### src/rtl/serial_rx_deframer_if.sv
// Serial receive interface: line input, byte valid/ack handshake and
// sticky error flags between the deframer (slave) and its host (master).
interface serial_rx_deframer_if #(
    parameter int DATA_W = 8
);
    logic              rx_in;
    logic              dsr;
    logic [DATA_W-1:0] data_out;
    logic              data_valid;
    logic              ack;
    logic              err_clr;
    logic              frame_err;
    logic              overrun_err;

    modport slave (
        input  rx_in, ack, err_clr,
        output dsr, data_out, data_valid, frame_err, overrun_err
    );

    modport master (
        output rx_in, ack, err_clr,
        input  dsr, data_out, data_valid, frame_err, overrun_err
    );
endinterface

### src/rtl/serial_rx_deframer.sv
// serial_rx_deframer: receives 1-start / DATA_W-data (MSB first) / 1-stop
// frames. The start bit is confirmed at its midpoint, and every later bit is
// then sampled one full BIT_PERIOD apart, which keeps each sample mid-bit.
// Optional macro RX_SYNC_EN: adds a 2-flop synchronizer on rx_in
// (+2 clocks latency).
module serial_rx_deframer #(
    parameter int BIT_PERIOD = 106,
    parameter int DATA_W     = 8
) (
    input logic                  clock,
    input logic                  reset,
    serial_rx_deframer_if.slave  bus
);
    localparam int HALF  = BIT_PERIOD / 2;
    localparam int CNT_W = $clog2(BIT_PERIOD);
    localparam int BIT_W = $clog2(DATA_W + 1);
    localparam logic [CNT_W-1:0] CNT_HALF_M1 = CNT_W'(HALF - 1);
    localparam logic [CNT_W-1:0] CNT_LAST    = CNT_W'(BIT_PERIOD - 1);
    localparam logic [BIT_W-1:0] BIT_LAST    = BIT_W'(DATA_W - 1);

    typedef enum logic [2:0] {
        S_IDLE, S_START, S_DATA, S_STOP, S_BREAK
    } state_t;

    state_t              state_q, state_d;
    logic [CNT_W-1:0]    cnt_q, cnt_d;
    logic [BIT_W-1:0]    bit_q, bit_d;
    logic [DATA_W-1:0]   shift_q, shift_d;
    logic [DATA_W-1:0]   dout_q, dout_d;
    logic                dvalid_q, dvalid_d;
    logic                dsr_q;
    logic                ferr_q, ferr_d;
    logic                oerr_q, oerr_d;
    logic                rx_s;

`ifdef RX_SYNC_EN
    logic [1:0] sync_q;

    // Two-flop synchronizer; resets to the idle line level.
    always_ff @(posedge clock or posedge reset) begin
        if (reset) sync_q <= 2'b11;
        else       sync_q <= {sync_q[0], bus.rx_in};
    end

    assign rx_s = sync_q[1];
`else
    assign rx_s = bus.rx_in;
`endif

    // FSM state register.
    always_ff @(posedge clock or posedge reset) begin
        if (reset) state_q <= S_IDLE;
        else       state_q <= state_d;
    end

    // FSM next state.
    always_comb begin
        state_d = state_q;
        case (state_q)
            S_IDLE:  if (!rx_s) state_d = S_START;
            S_START: if (cnt_q == CNT_HALF_M1) state_d = rx_s ? S_IDLE : S_DATA;
            S_DATA:  if (cnt_q == CNT_LAST && bit_q == BIT_LAST) state_d = S_STOP;
            S_STOP:  if (cnt_q == CNT_LAST) state_d = rx_s ? S_IDLE : S_BREAK;
            S_BREAK: if (rx_s) state_d = S_IDLE;
            default: state_d = S_IDLE;
        endcase
    end

    // FSM outputs: bit timing, shifting, delivery, handshake and error flags.
    always_comb begin
        cnt_d    = cnt_q;
        bit_d    = bit_q;
        shift_d  = shift_q;
        dout_d   = dout_q;
        dvalid_d = dvalid_q;
        ferr_d   = ferr_q;
        oerr_d   = oerr_q;

        // Handshake and clear first, so a delivery or error set below wins.
        if (bus.ack && dvalid_q) dvalid_d = 1'b0;
        if (bus.err_clr) begin
            ferr_d = 1'b0;
            oerr_d = 1'b0;
        end

        case (state_q)
            S_IDLE: begin
                cnt_d = '0;
                bit_d = '0;
            end
            S_START: begin
                if (cnt_q == CNT_HALF_M1) begin
                    cnt_d = '0;
                    bit_d = '0;
                end else begin
                    cnt_d = cnt_q + 1'b1;
                end
            end
            S_DATA: begin
                if (cnt_q == CNT_LAST) begin
                    shift_d = {shift_q[DATA_W-2:0], rx_s};
                    cnt_d   = '0;
                    bit_d   = bit_q + 1'b1;
                end else begin
                    cnt_d = cnt_q + 1'b1;
                end
            end
            S_STOP: begin
                if (cnt_q == CNT_LAST) begin
                    cnt_d = '0;
                    if (rx_s) begin
                        // A held byte may only be replaced when acked this cycle.
                        if (!dvalid_q || bus.ack) begin
                            dout_d   = shift_q;
                            dvalid_d = 1'b1;
                        end else begin
                            oerr_d = 1'b1;
                        end
                    end else begin
                        ferr_d = 1'b1;
                    end
                end else begin
                    cnt_d = cnt_q + 1'b1;
                end
            end
            S_BREAK: cnt_d = '0;
            default: cnt_d = '0;
        endcase
    end

    // Datapath registers; dsr tracks the registered inverse of data_valid.
    always_ff @(posedge clock or posedge reset) begin
        if (reset) begin
            cnt_q    <= '0;
            bit_q    <= '0;
            shift_q  <= '0;
            dout_q   <= '0;
            dvalid_q <= 1'b0;
            dsr_q    <= 1'b1;
            ferr_q   <= 1'b0;
            oerr_q   <= 1'b0;
        end else begin
            cnt_q    <= cnt_d;
            bit_q    <= bit_d;
            shift_q  <= shift_d;
            dout_q   <= dout_d;
            dvalid_q <= dvalid_d;
            dsr_q    <= !dvalid_d;
            ferr_q   <= ferr_d;
            oerr_q   <= oerr_d;
        end
    end

    assign bus.data_out    = dout_q;
    assign bus.data_valid  = dvalid_q;
    assign bus.dsr         = dsr_q;
    assign bus.frame_err   = ferr_q;
    assign bus.overrun_err = oerr_q;
endmodule

### src/flat_wrapper.sv
// flat-port wrapper written by rule: the top's interface ports become plain ports
module serial_rx_deframer_flat 
#(
    parameter int BIT_PERIOD = 106,
    parameter int DATA_W     = 8
)
  (clock, reset, bus_rx_in, bus_ack, bus_err_clr, bus_dsr, bus_data_out, bus_data_valid, bus_frame_err, bus_overrun_err);
  serial_rx_deframer_if #(.DATA_W(DATA_W)) bus_i ();
  input logic clock;
  input logic reset;
  input wire logic [$bits(bus_i.rx_in)-1:0] bus_rx_in;
  input wire logic [$bits(bus_i.ack)-1:0] bus_ack;
  input wire logic [$bits(bus_i.err_clr)-1:0] bus_err_clr;
  output wire logic [$bits(bus_i.dsr)-1:0] bus_dsr;
  output wire logic [$bits(bus_i.data_out)-1:0] bus_data_out;
  output wire logic [$bits(bus_i.data_valid)-1:0] bus_data_valid;
  output wire logic [$bits(bus_i.frame_err)-1:0] bus_frame_err;
  output wire logic [$bits(bus_i.overrun_err)-1:0] bus_overrun_err;
  assign bus_i.rx_in = bus_rx_in;
  assign bus_i.ack = bus_ack;
  assign bus_i.err_clr = bus_err_clr;
  assign bus_dsr = bus_i.dsr;
  assign bus_data_out = bus_i.data_out;
  assign bus_data_valid = bus_i.data_valid;
  assign bus_frame_err = bus_i.frame_err;
  assign bus_overrun_err = bus_i.overrun_err;
  serial_rx_deframer #(.BIT_PERIOD(BIT_PERIOD), .DATA_W(DATA_W)) u_core (.clock(clock), .reset(reset), .bus(bus_i));
endmodule
### config.mk
export PLATFORM = sky130hd
export DESIGN_NAME = serial_rx_deframer_flat
export DESIGN_NICKNAME = d
export VERILOG_FILES = /design/src/rtl/serial_rx_deframer_if.sv /design/src/rtl/serial_rx_deframer.sv /design/src/flat_wrapper.sv
export SDC_FILE = /design/constraint.sdc
export NUM_CORES = 1
export LEC_CHECK = 0
export CAP_MARGIN = 10
export CORE_UTILIZATION = 54
export CTS_CLUSTER_SIZE = 24
export DETAILED_ROUTE_END_ITERATION = 7
export DONT_BUFFER_PORTS = 1
export PLACE_DENSITY = 0.65
export SLEW_MARGIN = 10
export SYNTH_ARGS = -nofsm -noshare
export SYNTH_HDL_FRONTEND = slang
export SYNTH_SLANG_ARGS = --single-unit
export TNS_END_PERCENT = 50
### constraint.sdc
create_clock -name clock -period 2.7 [get_ports clock]
set_clock_uncertainty 0.1 [all_clocks]
set_input_delay 0.27 -clock clock [delete_from_list [all_inputs] [get_ports clock]]
set_output_delay 0.27 -clock clock [all_outputs]
set_load 0.01 [all_outputs]
; Word-level counts from Yosys, hierarchy flattened
; Cells that the tools add are included.
[word_totals]
reg_bits = 34
latch_bits = 0
ramBits = 0
romBits = 0
input_bits = 5
mem_count = 0
[op_classes]
addsub = 2
n_mul = 0
div = 0
order_cmp = 0
eq_ne = 13
n_shift = 0
n_mux = 28
bitwise = 0
n_reduce_logical = 12
[ops]
columns = op, n
row1 = $mux 3, 6
row2 = $pmux 3 s5, 1
row3 = $mux 1, 14
row4 = $mux 7, 2
row5 = $pmux 7 s2, 1
row6 = $pmux 4 s3, 1
row7 = $mux 4, 2
row8 = $ne 2x1->1 const B, 4
row9 = $add 7x1->7 const B, 1
row10 = $eq 7x6->1 const B, 1
row11 = $eq 7x7->1 const B, 1
row12 = $eq 3x2->1 const B, 2
row13 = $reduce_and 5->1, 1
row14 = $add 4x1->4 const B, 1
row15 = $eq 4x3->1 const B, 1
row16 = $ne 2x2->1 const B, 2
row17 = $reduce_and 4->1, 1
row18 = $eq 3x1->1 const B, 1
row19 = $eq 3x3->1 const B, 1
row20 = $logic_not 3->1, 1
row21 = $reduce_and 3->1, 1
row22 = $reduce_bool 3->1, 1
row23 = $logic_and 1x1->1, 2
row24 = $logic_not 1->1, 2
row25 = other kinds (4), 4

; Depth between registers and ports, before layout
[depth]
ltp_word = 7
mapped_depth = 7
depth_no_buf = 6

; Least setup slack after synthesis
; OpenSTA, ideal clock, no wires.
[synth_path]
path_kind = flip-flop to flip-flop
from = register u_core.cnt_q[1]
to = register u_core.shift_q[0]
setup_ns = 0.125
arrival_ns = 1.876
required_ns = 2.475
slack_ns = 0.598
path_stages_with_launch = 8
n_path_buf = 1
synth_period_minus_slack_ns = 2.102
path_cell_list = dfrtp_1 > inv_1 > ha_1 > nand4b_4 > or2_1 > or4b_1 > buf_6 > mux2_4
[synth_via]
elab_chain_cells = 2
[synth_lines]
columns = item, line
row1 = from (decl), serial_rx_deframer.sv:26  ; logic [CNT_W-1:0] cnt_q, cnt_d;
row2 = from (signal assigned), serial_rx_deframer.sv:143  ; cnt_q <= cnt_d;
row3 = $eq 7x7->1, serial_rx_deframer.sv:100  ; if (cnt_q == CNT_LAST) begin
row4 = $reduce_and 2->1 (no line), --
row5 = to (signal assigned), serial_rx_deframer.sv:145  ; shift_q <= shift_d;
row6 = to (decl), serial_rx_deframer.sv:28  ; logic [DATA_W-1:0] shift_q, shift_d;
; Every way passes these cells.
; A chain may end at the register's enable or synchronous reset.

; Worst setup path in the final report
; Same ends and word-level chain as after synthesis.

==> flow_metrics.tcl <==
set metrics [dict create \
    antenna_found_initial 0 \
    crit_fanout 10 \
    avgSynthCellArea_um2 12.1 \
    die_width_um 55.8 \
    slowest_delay_ns 0.75 \
    place.gp.congestion 0.800 \
    drv_cap 0 \
    max_freq_mhz 420 \
    rsz0062_at_grt "no" \
    diodes 0 \
    synth_edf_count 0 \
    synthTopCellsByArea "dfrtp_1 (53%), mux2_4 (7.7%), mux2_2 (5.8%), ha_1 (3.2%), nor2_1 (2.9%)" \
    ys_ff_latch 34 \
    powerDensity_mw_per_mm2 570 \
    clock_path_buffers 2 \
    power_leakage_nw 0.843 \
    startpoint "u_core.cnt_q[1]" \
    vias 901 \
    grt_pass1_wl_um 4000 \
    clock-sinks 34 \
    cts_hold_buffers 3 \
    grtUsageTotal_pct 16.9 \
    synth-xor-area-share_pct 2.80 \
    dieArea_mm2 0.00312 \
    cts_tree "yes" \
    place_hpwl_um 1670 \
    status "complete, no violations" \
    hp-class "input port to flop" \
    yosysTopAreaCell "dfrtp_1" \
    grt_max_degree 35 \
    mostFrequentLayoutCells "dfrtp_1 (33), nor2_1 (12), inv_1 (9)" \
    synth_top_area_share_pct 52.8 \
    cp.arrival_ns 2.50 \
    setup-violations-final 0 \
    synth_top_family_by_area "simple AND/OR/NAND/NOR gates" \
    ctsHtreeMaxLevel 2 \
    timing.final.hold_violations 0 \
    clockRootBuffer "clkbuf_4" \
    drtIter0Drc 16 \
    end_kind "flop" \
    synthCells 129 \
    syn_area_mm2 0.00156 \
    wl_um 2420 \
    mostFrequentLayoutCell "dfrtp_1" \
    final_max_slew_viol_count 0 \
    setup.worst_path.end "u_core.shift_q[0]" \
    syn-num-nets 138 \
    ioPinCount 17 \
    grt_overflow 0 \
    start_util_pct 56.7 \
    grt_pass1_vias 866 \
    period_share_pct 88.1 \
    fin_nets 146 \
    portBuffers 0 \
    clock_latency_ns 0.33 \
    routed_via_density 5.36 \
    slowest_stage "or4b_1" \
    ctsResizeCount 0 \
    fin_setup_tns_ns 0 \
    final_layout_size_suffix_gt1_share_pct 20.4 \
    wl_per_cell_um 14.4 \
    core_area_mm2 0.00276 \
    yosys.area_share.simple_pct 16.2 \
    ys_warn_count 0 \
    ys_seq_area_share_pct 54.5 \
    synth_compound_area_share_pct 5.52 \
    r2r_cells 6 \
    cts_made_buffers 5 \
    die_h_um 55.8 \
    dr.pass1.iters 4 \
    min_period_ns 2.38 \
    ant_nets 0 \
    hold_slack_ns 0.0360 \
    startpoint_type "flop" \
    r2r-end "u_core.shift_q[0]" \
    async_flop_share_pct 100 \
    post_cts_buffers 0 \
    synth.distinct_cells 34 \
    reg2reg_slack_ns 0.32 \
    drc 0 \
    ys.flop_type "dfrtp_1" \
    relSlewSlack_pct 65.6 \
    synth_mux_area_share_pct 14.1 \
    area_growth_pct 9.20 \
    worstPathRequired_ns 2.82 \
    tightest_slew_ns 0.512 \
    path_class "flop to flop" \
    rows 19 \
    r2r_start "u_core.cnt_q[1]" \
    synthAdderAreaFrac_pct 3.20 \
    ir_drop_uv 524 \
    worstPathCellList "inv_1, ha_1, nand4b_4, or2_1, or4b_1, mux2_4" \
    clkTransAtPathRegs_ns 0.09 \
]
[per-stage QoR]
stage	utilization (%)	cells	instance area, um^2	total power, W	setup WS (ns)
after floorplan	-	129	1560	0.000590	0.598
after CTS	61.6	167	1700	0.000983	0.304
after global placement	57.5	157	1590	0.000601	0.362
final	61.9	168	1710	0.000974	0.320
after detailed placement	57.5	157	1590	0.000603	0.302
after global routing	61.9	168	1710	0.00101	0.208
[cells in the mapped netlist, types with 2 or more instances]
master and count:
a21oi_1 2, clkbuf_1 2, dfrtp_1 33, ha_1 4, inv_1 9, mux2_2 8, mux2_4 8, nand2_1 8
nand3_1 6, nor2_1 12, o211ai_1 2, o21ai_0 6, o22ai_1 2, or3_1 2, or4b_1 3, xnor2_1 3
xor2_1 2
[registers in the layout, summed over array words and instances (netlist names), 3 cells and up]
name and cells:
u_core.shift_q 8, u_core.cnt_q 7, u_core.bit_q 4, u_core.bus.data_out 8, u_core.state_q 3
[critical path: cells and delay by family, from the launching register on]
kind                       cells  cell delay, ns
buffers and inverters          1            0.08
adders and majority gates      1            0.19
muxes                          1            0.39
DFF                            1            0.41
and+or+nand+nor                3            1.11
[power breakdown]
part / switching, W / internal [W]
Clock: 0.000160 / 0.000216
Sequential: 0.0000158 / 0.000520
Combinational: 0.0000349 / 0.0000275
Total: 0.000211 / 0.000763
[cell type report]
| class | instances | area [um^2] |
|---|---|---|
| flip-flops and latches | 34 | 852 |
| multi-input cells | 82 | 654 |
| well taps | 31 | 38.8 |
| clock inverters | 1 | 30.0 |
| clock buffers | 6 | 51.3 |
| repair buffers | 5 | 47.5 |
| inverters | 9 | 33.8 |
| fillers | 231 | 1050 |
[routing by layer]
metal / up-vias / track usage, % / wire (um)
met5: - / 0 / 0
met4: 0 / 5.23 / 25
met3: 4 / 6.74 / 106
met2: 15 / 23.4 / 1050
met1: 425 / 24.5 / 1240
li1: 457 / - / -
[cell families (layout without fill, tap and decap cells)]
logic type,Yosys count,in the layout
mux,17,17
fa+ha+maj,4,4
buf+inv,13,21
simple gates,42,42
xor+xnor,5,5
compound gates,14,14
flops,34,34
[worst min-delay path by stage]
stage                    from                     end  slack, ns  cells past startpoint
floorplan           bus_rx_in       u_core.state_q[2]       0.24                      1
global placement        reset  u_core.bus.data_out[1]       0.17                      2
detailed placement      reset  u_core.bus.data_out[1]       0.18                      2
CTS                 bus_rx_in       u_core.state_q[1]       0.01                      2
global route        bus_rx_in       u_core.state_q[0]       0.04                      3
finish              bus_rx_in       u_core.state_q[0]       0.04                      3
No activity file was read; power rests on OpenSTA's default activity.
